<file path="config.mk">
export PLATFORM = sky130hd
export DESIGN_NAME = rice_residual_encoder
export DESIGN_NICKNAME = d
export VERILOG_FILES = /design/src/rtl/flac_pkg.sv /design/src/rtl/bit_packer.sv /design/src/rtl/rice_residual_encoder.sv
export SDC_FILE = /design/constraint.sdc
export NUM_CORES = 1
export LEC_CHECK = 0
export BUFFER_PORTS_ARGS = -buffer_cell sky130_fd_sc_hd__buf_2
export CORE_ASPECT_RATIO = 0.9
export CORE_MARGIN = 2
export CORE_UTILIZATION = 40
export CTS_CLUSTER_DIAMETER = 60
export DETAILED_ROUTE_END_ITERATION = 10
export PLACE_DENSITY = 0.61
export SLEW_MARGIN = 20
export SYNTH_ARGS = -nofsm -noshare
export SYNTH_HDL_FRONTEND = slang
export SYNTH_HIERARCHICAL = 1
export SYNTH_SLANG_ARGS = --single-unit
</file>
<file path="constraint.sdc">
create_clock -name iClock -period 6.63 [get_ports iClock]
set_clock_uncertainty 0.1 [all_clocks]
set_input_delay 0 -clock iClock [delete_from_list [all_inputs] [get_ports iClock]]
set_output_delay 0 -clock iClock [all_outputs]
set_load 0.05 [all_outputs]
</file>
<file path="src/rtl/flac_pkg.sv">
// Shared definitions for the residual encoder and its helpers: encoder FSM
// states, Rice/RAM constants and the signed-to-unsigned zigzag mapping.
package flac_pkg;

  localparam int unsigned RICE_PARAM_MAX = 14;
  localparam int unsigned RAM_WORD_W     = 16;

  typedef enum logic [2:0] {
    StIdle,
    StAccept,
    StUnary,
    StTail,
    StFlush,
    StDone
  } enc_state_e;

  // Bitwise NOT of 2r equals -2r-1, so negatives need no adder.
  function automatic logic [16:0] zigzag(input logic [15:0] r);
    return r[15] ? ~{r, 1'b0} : {r, 1'b0};
  endfunction

endpackage

</file>
<file path="src/rtl/bit_packer.sv">
// MSB-first bit accumulator: appends up to 16 bits per cycle, emits 16-bit
// words to the RAM write port and pads out the final partial word on flush.
module bit_packer #(
  parameter int unsigned ADDR_W = 16,
  parameter int unsigned DATA_W = 16
) (
  input  logic              clk_i,
  input  logic              rst_ni,
  input  logic              load_i,
  input  logic [ADDR_W-1:0] start_addr_i,
  input  logic              append_i,
  input  logic [15:0]       bits_i,
  input  logic [4:0]        nbits_i,
  input  logic              flush_i,
  output logic              flush_done_o,
  output logic              wren_o,
  output logic [ADDR_W-1:0] waddr_o,
  output logic [DATA_W-1:0] wdata_o
);

  logic [31:0]       buf_q, buf_d, shifted, bits_ext;
  logic [5:0]        cnt_q, cnt_d, cnt_rem, shamt;
  logic [ADDR_W-1:0] ptr_q, ptr_d, waddr_q;
  logic [DATA_W-1:0] wdata_q;
  logic              wren_q, emit;
  logic [16:0]       mask17;
  logic [15:0]       bits_masked;

  always_comb begin
    emit        = (cnt_q >= 6'd16) || (flush_i && (cnt_q != 6'd0));
    shifted     = emit ? {buf_q[15:0], 16'h0000} : buf_q;
    cnt_rem     = emit ? ((cnt_q >= 6'd16) ? cnt_q - 6'd16 : 6'd0) : cnt_q;
    mask17      = (17'd1 << nbits_i) - 17'd1;
    bits_masked = bits_i & mask17[15:0];
    // Remaining bits occupy the top cnt_rem positions; new bits go just below.
    shamt       = 6'd32 - cnt_rem - {1'b0, nbits_i};
    bits_ext    = {16'h0000, bits_masked} << shamt;
    buf_d       = shifted;
    cnt_d       = cnt_rem;
    ptr_d       = emit ? ptr_q + 1'b1 : ptr_q;
    if (append_i) begin
      buf_d = shifted | bits_ext;
      cnt_d = cnt_rem + {1'b0, nbits_i};
    end
    if (load_i) begin
      buf_d = '0;
      cnt_d = '0;
      ptr_d = start_addr_i;
    end
  end

  always_ff @(posedge clk_i or negedge rst_ni) begin
    if (!rst_ni) begin
      buf_q   <= '0;
      cnt_q   <= '0;
      ptr_q   <= '0;
      wren_q  <= 1'b0;
      waddr_q <= '0;
      wdata_q <= '0;
    end else begin
      buf_q  <= buf_d;
      cnt_q  <= cnt_d;
      ptr_q  <= ptr_d;
      wren_q <= emit;
      if (emit) begin
        waddr_q <= ptr_q;
        wdata_q <= buf_q[31:16];
      end
    end
  end

  // At most 16 bits left means this cycle's emission empties the buffer.
  assign flush_done_o = flush_i && (cnt_q <= 6'd16);
  assign wren_o       = wren_q;
  assign waddr_o      = waddr_q;
  assign wdata_o      = wdata_q;

endmodule

</file>
<file path="src/rtl/rice_residual_encoder.sv">
// Rice-codes a block of signed 16-bit residuals with a single parameter k and
// writes the packed MSB-first bitstream into the residual RAM.
module rice_residual_encoder
  import flac_pkg::*;
#(
  parameter int unsigned ADDR_W = 16,
  parameter int unsigned DATA_W = 16
) (
  input  logic              iClock,
  input  logic              iReset,
  input  logic              iEnable,
  input  logic [15:0]       iBlockSize,
  input  logic [4:0]        iRiceParam,
  input  logic [ADDR_W-1:0] iStartAddr,
  input  logic [15:0]       iResidual,
  input  logic              iValid,
  output logic              oReady,
  output logic [ADDR_W-1:0] oWriteAddr,
  output logic [DATA_W-1:0] oWriteData,
  output logic              oWren,
  output logic              oDone,
  output logic              oError
);

  enc_state_e  state_q;
  logic [3:0]  k_q;
  logic [15:0] size_q, smp_q;
  logic [16:0] qrem_q;
  logic [13:0] low_q;
  logic        done_q, error_q;

  logic [16:0] u_w, q_w;
  logic [13:0] low_mask, low_w;
  logic        k_legal, pk_load, pk_append, pk_flush, pk_flush_done;
  logic [15:0] pk_bits;
  logic [4:0]  pk_nbits;

  assign u_w      = zigzag(iResidual);
  assign q_w      = u_w >> k_q;
  assign low_mask = 14'((15'h1 << k_q) - 15'h1);
  assign low_w    = u_w[13:0] & low_mask;
  assign k_legal  = (iRiceParam <= 5'(RICE_PARAM_MAX));
  assign pk_load  = (state_q == StIdle) && iEnable && k_legal;
  assign pk_flush = (state_q == StFlush);

  always_comb begin
    pk_append = 1'b0;
    pk_bits   = '0;
    pk_nbits  = '0;
    case (state_q)
      StUnary: begin
        pk_append = 1'b1;
        pk_nbits  = (qrem_q >= 17'd16) ? 5'd16 : qrem_q[4:0];
      end
      StTail: begin
        // Terminating 1 of the unary code followed by the k low bits.
        pk_append = 1'b1;
        pk_bits   = (16'h0001 << k_q) | {2'b00, low_q};
        pk_nbits  = {1'b0, k_q} + 5'd1;
      end
      default: ;
    endcase
  end

  always_ff @(posedge iClock or negedge iReset) begin
    if (!iReset) begin
      state_q <= StIdle;
      k_q     <= '0;
      size_q  <= '0;
      smp_q   <= '0;
      qrem_q  <= '0;
      low_q   <= '0;
      done_q  <= 1'b0;
      error_q <= 1'b0;
    end else begin
      unique case (state_q)
        StIdle: begin
          done_q <= 1'b0;
          if (iEnable) begin
            if (k_legal) begin
              k_q     <= iRiceParam[3:0];
              size_q  <= iBlockSize;
              smp_q   <= '0;
              error_q <= 1'b0;
              state_q <= StAccept;
            end else begin
              error_q <= 1'b1;
            end
          end else begin
            error_q <= 1'b0;
          end
        end
        StAccept: begin
          if (iValid) begin
            qrem_q  <= q_w;
            low_q   <= low_w;
            smp_q   <= smp_q + 16'd1;
            state_q <= (q_w != 17'd0) ? StUnary : StTail;
          end
        end
        StUnary: begin
          qrem_q <= qrem_q - {12'h000, pk_nbits};
          if (qrem_q <= 17'd16) state_q <= StTail;
        end
        StTail: begin
          state_q <= (smp_q == size_q) ? StFlush : StAccept;
        end
        StFlush: begin
          if (pk_flush_done) begin
            state_q <= StDone;
            done_q  <= 1'b1;
          end
        end
        StDone: begin
          if (!iEnable) begin
            state_q <= StIdle;
            done_q  <= 1'b0;
          end
        end
        default: state_q <= StIdle;
      endcase
    end
  end

  assign oReady = (state_q == StAccept);
  assign oDone  = done_q;
  assign oError = error_q;

  bit_packer #(
    .ADDR_W(ADDR_W),
    .DATA_W(DATA_W)
  ) u_bit_packer (
    .clk_i       (iClock),
    .rst_ni      (iReset),
    .load_i      (pk_load),
    .start_addr_i(iStartAddr),
    .append_i    (pk_append),
    .bits_i      (pk_bits),
    .nbits_i     (pk_nbits),
    .flush_i     (pk_flush),
    .flush_done_o(pk_flush_done),
    .wren_o      (oWren),
    .waddr_o     (oWriteAddr),
    .wdata_o     (oWriteData)
  );

endmodule

</file>
Yosys cells after proc, flatten, opt, wreduce, memory -nomap -nowiden
Cells that the tools add are included.
- register bits after elaboration: 159
- output and inout bits: 36
- word-level logic and storage cells: 104
- add/sub/neg operators: 10
- order comparisons: 5
- equality and inequality tests: 12
- shifts and indexed selects: 5
- multiplexer cells: 34
- bitwise logic cells: 5
- reductions and logical operators: 19
- operators by type and width (operator ; count):
    16-bit two-way mux ; 6
    32-bit two-way mux ; 3
    17-bit two-way mux ; 2
    17-bit one-hot mux with 2 select lines ; 1
    16-bit by 1-bit adder with 16-bit output, second input constant ; 2
    32-bit bitwise OR ; 1
    16-bit one-hot mux with 2 select lines ; 1
    16-bit by 6-bit left shift with 32-bit output ; 1
    6-bit two-way mux ; 4
    3-bit two-way mux ; 7
    3-bit one-hot mux with 6 select lines ; 1
    17-bit by 5-bit >= comparator with 1-bit output, second input constant ; 1
    17-bit by 5-bit <= comparator with 1-bit output, second input constant ; 1
    17-bit NOT ; 1
    17-bit nonzero test ; 1
    17-bit by 4-bit >> shifter with 17-bit output ; 1
    17-bit by 5-bit subtractor with 17-bit output ; 1
    16-bit bitwise AND ; 1
    16-bit == test ; 1
    16-bit by 14-bit bitwise OR with 16-bit output ; 1
    1-bit by 4-bit left shift with 16-bit output, first input constant ; 1
    1-bit by 5-bit left shift with 16-bit output, first input constant ; 1
    16-bit by 1-bit subtractor with 16-bit output, second input constant ; 1
    14-bit bitwise AND ; 1
    29 further kinds ; 48

Longest topological paths before layout
- depth after elaboration: 10
- gate-level depth with buffers: 21
- gate-level depth less buffers: 17

By module
Netlist, hierarchy kept.
- by module, submodules not included (module ; instances ; cells an instance ; area each (µm²) ; sequential area each (µm²)):
    bit_packer ; 1 ; 699 ; 5758.0 ; 2177.1
    rice_residual_encoder ; 1 ; 633 ; 5305.1 ; 1801.7

Worst setup path before layout
Ideal clock, no wire load.
- kind: register to register
- from: reg qrem_q[10]
- to: reg u_bit_packer.buf_q[15]
- library setup time: 0.095 ns
- arrival time: 4.798 ns
- required time: 6.435 ns
- setup slack: 1.637 ns
- stages on the path, launching flop included: 20
- path through: dfrtp_1 > or4_1 > or4_1 > nor4_1 > and2_1 > nand2_1 > o21a_1 > inv_1 > buf_4 > buf_6 > inv_1 > ha_1 > fa_1 > a21o_1 > a2111oi_0 > o211a_1 > and3_1 > and2_1 > a222oi_1 > o31ai_1
- cells in the longest elaborated chain, start to end: 10
- elaborated cells between the ends (all ways): 11
- those cells by class: add/sub (2); order compare (1); shift (2); mux (4); bitwise (2)
- ends and longest elaborated chain (element ; line ; source):
    from (decl) ; rice_residual_encoder.sv:28 ; logic [16:0] qrem_q;
    from (signal assigned) ; rice_residual_encoder.sv:95 ; qrem_q <= q_w;
    from (signal assigned) ; rice_residual_encoder.sv:102 ; qrem_q <= qrem_q - {12'h000, pk_nbits};
    17-bit by 5-bit >= comparator with 1-bit output (*) ; rice_residual_encoder.sv:53 ; pk_nbits = (qrem_q >= 17'd16) ? 5'd16 : qrem_q[4:0];
    5-bit two-way mux (*) ; rice_residual_encoder.sv:53 ;
    5-bit one-hot mux with 2 select lines (*) ; rice_residual_encoder.sv:50 ; case (state_q)
    via pk_nbits[2] ; rice_residual_encoder.sv:36 ; logic [4:0] pk_nbits;
    1-bit by 5-bit left shift with 16-bit output ; bit_packer.sv:33 ; mask17 = (17'd1 << nbits_i) - 17'd1;
    16-bit by 1-bit subtractor with 16-bit output ; bit_packer.sv:33 ;
    16-bit bitwise AND ; bit_packer.sv:34 ; bits_masked = bits_i & mask17[15:0];
    16-bit by 6-bit left shift with 32-bit output (*) ; bit_packer.sv:37 ; bits_ext = {16'h0000, bits_masked} << shamt;
    32-bit bitwise OR (*) ; bit_packer.sv:42 ; buf_d = shifted | bits_ext;
    32-bit two-way mux (*) ; bit_packer.sv:41 ; if (append_i) begin
    32-bit two-way mux (*) ; bit_packer.sv:45 ; if (load_i) begin
    via u_bit_packer.buf_d[15] ; bit_packer.sv:21 ; logic [31:0] buf_q, buf_d, shifted, bits_ext;
    to (signal assigned) ; bit_packer.sv:61 ; buf_q <= buf_d;
    to (decl) ; bit_packer.sv:21 ;
Mark *: on every way through the listed nets, which the timed path passes. The rest lies on a longest branch.
A chain may end at the register's enable or synchronous reset.

Worst setup path in the final report
- from: reg qrem_q[10]
- to: reg u_bit_packer.buf_q[27]
The elaborated chain is that of the path after synthesis.

==> flow_summary.yaml <==
global_routing:
  globalRouteTotalUtil_pct: 22.1
  grt_pass1_wl_um: 51300
  overflow: 0
  grt_start_max_net_pins: 92
  grt_antenna_before_repair: 0
  grt_pass1_vias: 9599
sta:
  fin_crit_sh_pct: 87.6
  tightest_slew_ns: 0.897
  finalSetupViolations: 0
  layout_min_cycle_time_ns: 5.81
  setup_tns_ns: 0
  rsz0062_at_grt: "no"
  slew_headroom_pct: 40.2
  fmax_ghz: 0.172
  hold_viol: 0
  final-max-slew-violation-count: 0
flow_run:
  drv_cap: 0
place:
  gp_congestion: 0.922
  dpl.hpwl_um: 22000
  portBuffers: 92
drt:
  viasPerCell: 5.66
  routedWlPerCell_um: 17.4
  first_iter_violations: 834
  vias: 10200
  firstDrtPassIters: 5
  drc_errors: 0
  wl_um: 31500
  drtAntennaViolNets: 0
final_layout:
  n_fill_cell: 2679
  layout_common_cells: "nand2_1 (280), dfrtp_1 (159), nor2_1 (99), buf_2 (91), o21ai_0 (78)"
  post-route-util_pct: 47.7
  drive_above_1_share_pct: 13.2
  regArea_um2: 3980
  final_common_cell: "nand2_1"
  n_antenna_cell: 0
  syn2layout_area_growth_pct: 16.8
  final_nets: 1527
  multi_input_area_um2: 6570
setup_path:
  max_stage_delay_ns: 0.71
  cp-end-kind: "register"
  cp_data_arrival_time_ns: 5.99
  crit_type: "register to register"
  path_cells: "or4_1, or4_1, nor4_1, and2_1, nand2_1, o21a_1, inv_1, buf_4, nor3_2, nand2_1, ha_1, nand3b_1, o31ai_1, a211oi_1, o32ai_1, nor2_1, a211oi_1, o22ai_1"
  cp_max_fo: 24
  cp-start-kind: "register"
  cpMaxStageDelayCell: "o32ai_1"
  required_ns: 6.82
cts:
  h-tree-depth: 4
  cts_setup_buffers: 0
  cts_tree: "yes"
  cts_resized: 0
  clk_latency_ns: 0.44
  root_buffer: "clkbuf_16"
  cts.sinks: 159
  clock_path_buffers: 2
  numCtsBuffers: 17
  clk_pin_slew_ns: 0.07
logic_synthesis:
  synth_cell_types: 89
  synthArstFlopShare_pct: 100
  yosysSeqAreaShare_pct: 36.0
  synth_ff_type: "dfrtp_1"
  ys_warn_count: 6
  syn_area_per_cell_um2: 8.31
  ys_ff_latch: 159
  synth_edf_count: 0
  syn_area_um2: 11100
  synthCells: 1332
  syn_nets: 1421
floorplan:
  die_area_um2: 29000
  start_util_pct: 40.8
  die_x_um: 179
  boundaryPins: 93
  row_count: 57
  core_area_um2: 27100
  fp.dieH_um: 162
status:
  status: "completed"
power_and_ir_drop:
  pwr-share-clk_pct: 13.7
  p_leak_nw: 5.86
  sw_frac_of_total_pct: 52.3
  p_int_mw: 3.53
  p_per_area_nw_per_um2: 573
  comb_power_share_pct: 64.5
  switchingPower_mw: 3.87
  pwr-share-seq_pct: 21.8
  vdd_drop_max_mv: 0.395
worst_hold_path:
  hold_path.class: "input port to async pin"
==> through the flow <==
stage / total power [mW] / instance area [µm²] / worst slack [ns] / std cells / hold WS [ns]
global route: 7.97 / 12900 / 0.247 / 1805 / 0.167
global placement: 6.27 / 11800 / 1.09 / 1721 / 0.0597
finish: 7.41 / 12900 / 0.822 / 1805 / 0.116
CTS: 7.36 / 12900 / 0.874 / 1805 / 0.102
floorplan: 5.05 / 11100 / 1.64 / 1332 / -0.396
detailed placement: 6.28 / 11800 / 0.915 / 1721 / 0.0603
==> per-layer routing <==
layer	wire length (µm)	share of wire (%)	global-route usage (%)
met4	455	1.4	5.83
met5	0	0	0
met3	1890	6.0	3.25
met2	14000	44	33.2
met1	15200	48	33.1
==> cells by family after synthesis <==
logic type,share of synthesized area (%)
and+or+nand+nor,22.4
AOI/OAI and AO/OA,20.0
DFF,36.0
buffers and inverters,4.78
xor gates and xnor gates,7.27
muxes,5.65
adders and majority gates,3.89
==> registers in the layout, indices dropped and copies added, names as in the netlist, 3 cells and up <==
register              count
size_q                   16
state_q                   3
qrem_q                   17
u_bit_packer/buf_q       32
u_bit_packer/cnt_q        6
smp_q                    16
low_q                    14
u_bit_packer/waddr_o     16
u_bit_packer/wdata_o     16
k_q                       4
u_bit_packer/ptr_q       16
==> cells in the mapped netlist (17+ instances only) <==
cell type	n	area [µm²]
xor2_1	58	508
o31ai_1	18	135
a31oi_1	17	106
mux2i_1	28	280
nor3_1	25	125
ha_1	28	350
o21ai_0	78	390
clkbuf_1	48	180
dfrtp_1	159	3980
nor2_1	100	375
inv_1	40	150
nand3_1	35	175
nand2_1	280	1050
a21oi_1	63	315
xnor2_1	32	280
==> power by group through the flow <==
| stage | clock [mW] | sequential (mW) | combinational, mW |
|---|---|---|---|
| 6_report | 1.01 | 1.62 | 4.77 |
| 5_1_grt | 1.07 | 1.67 | 5.23 |
| 4_1_cts | 1.04 | 1.62 | 4.70 |
| 3_5_place_dp | 0 | 1.63 | 4.65 |
| 3_3_place_gp | 0 | 1.62 | 4.65 |
| 2_1_floorplan | 0 | 1.85 | 3.20 |
==> final cells by class <==
class,count,share of cell area [%]
inverters,43,1.25
flip-flops and latches,159,30.8
repair buffers,169,9.09
clock buffers,22,3.67
well taps,354,3.43
clock inverters,10,0.949
multi-input cells,1048,50.8
==> critical path: cells and delay by family, from the launching register on <==
| kind | cells | cell delay [ns] |
|---|---|---|
| flip-flops | 1 | 0.40 |
| adder cells (fa/ha/maj) | 1 | 0.68 |
| AND/OR/NAND/NOR | 9 | 2.27 |
| buffers and inverters | 2 | 0.45 |
| AO/OA/AOI/OAI | 6 | 1.74 |
==> worst paths after layout <==
path	end	from	cells past startpoint	slack (ns)
max	u_bit_packer/buf_q[27]	qrem_q[10]	18	0.82
min	size_q[3]	iReset	2	0.12
max reg2reg	u_bit_packer/buf_q[27]	qrem_q[10]	18	0.82
min reg2reg	u_bit_packer/wdata_o[5]	u_bit_packer/wdata_o[5]	2	0.36
max in group asynchronous	u_bit_packer/buf_q[19]	iReset	3	4.84
min in group iClock	low_q[12]	iValid	5	0.12
==> repair_timing <==
| item | 4_1_cts | 5_1_grt |
|---|---|---|
| hold endpoints to repair | 142 | 0 |
| hold buffers | 52 | 0 |
| endpoints found under the setup margin | 0 | 0 |
Power figures use the tool's default switching activity.
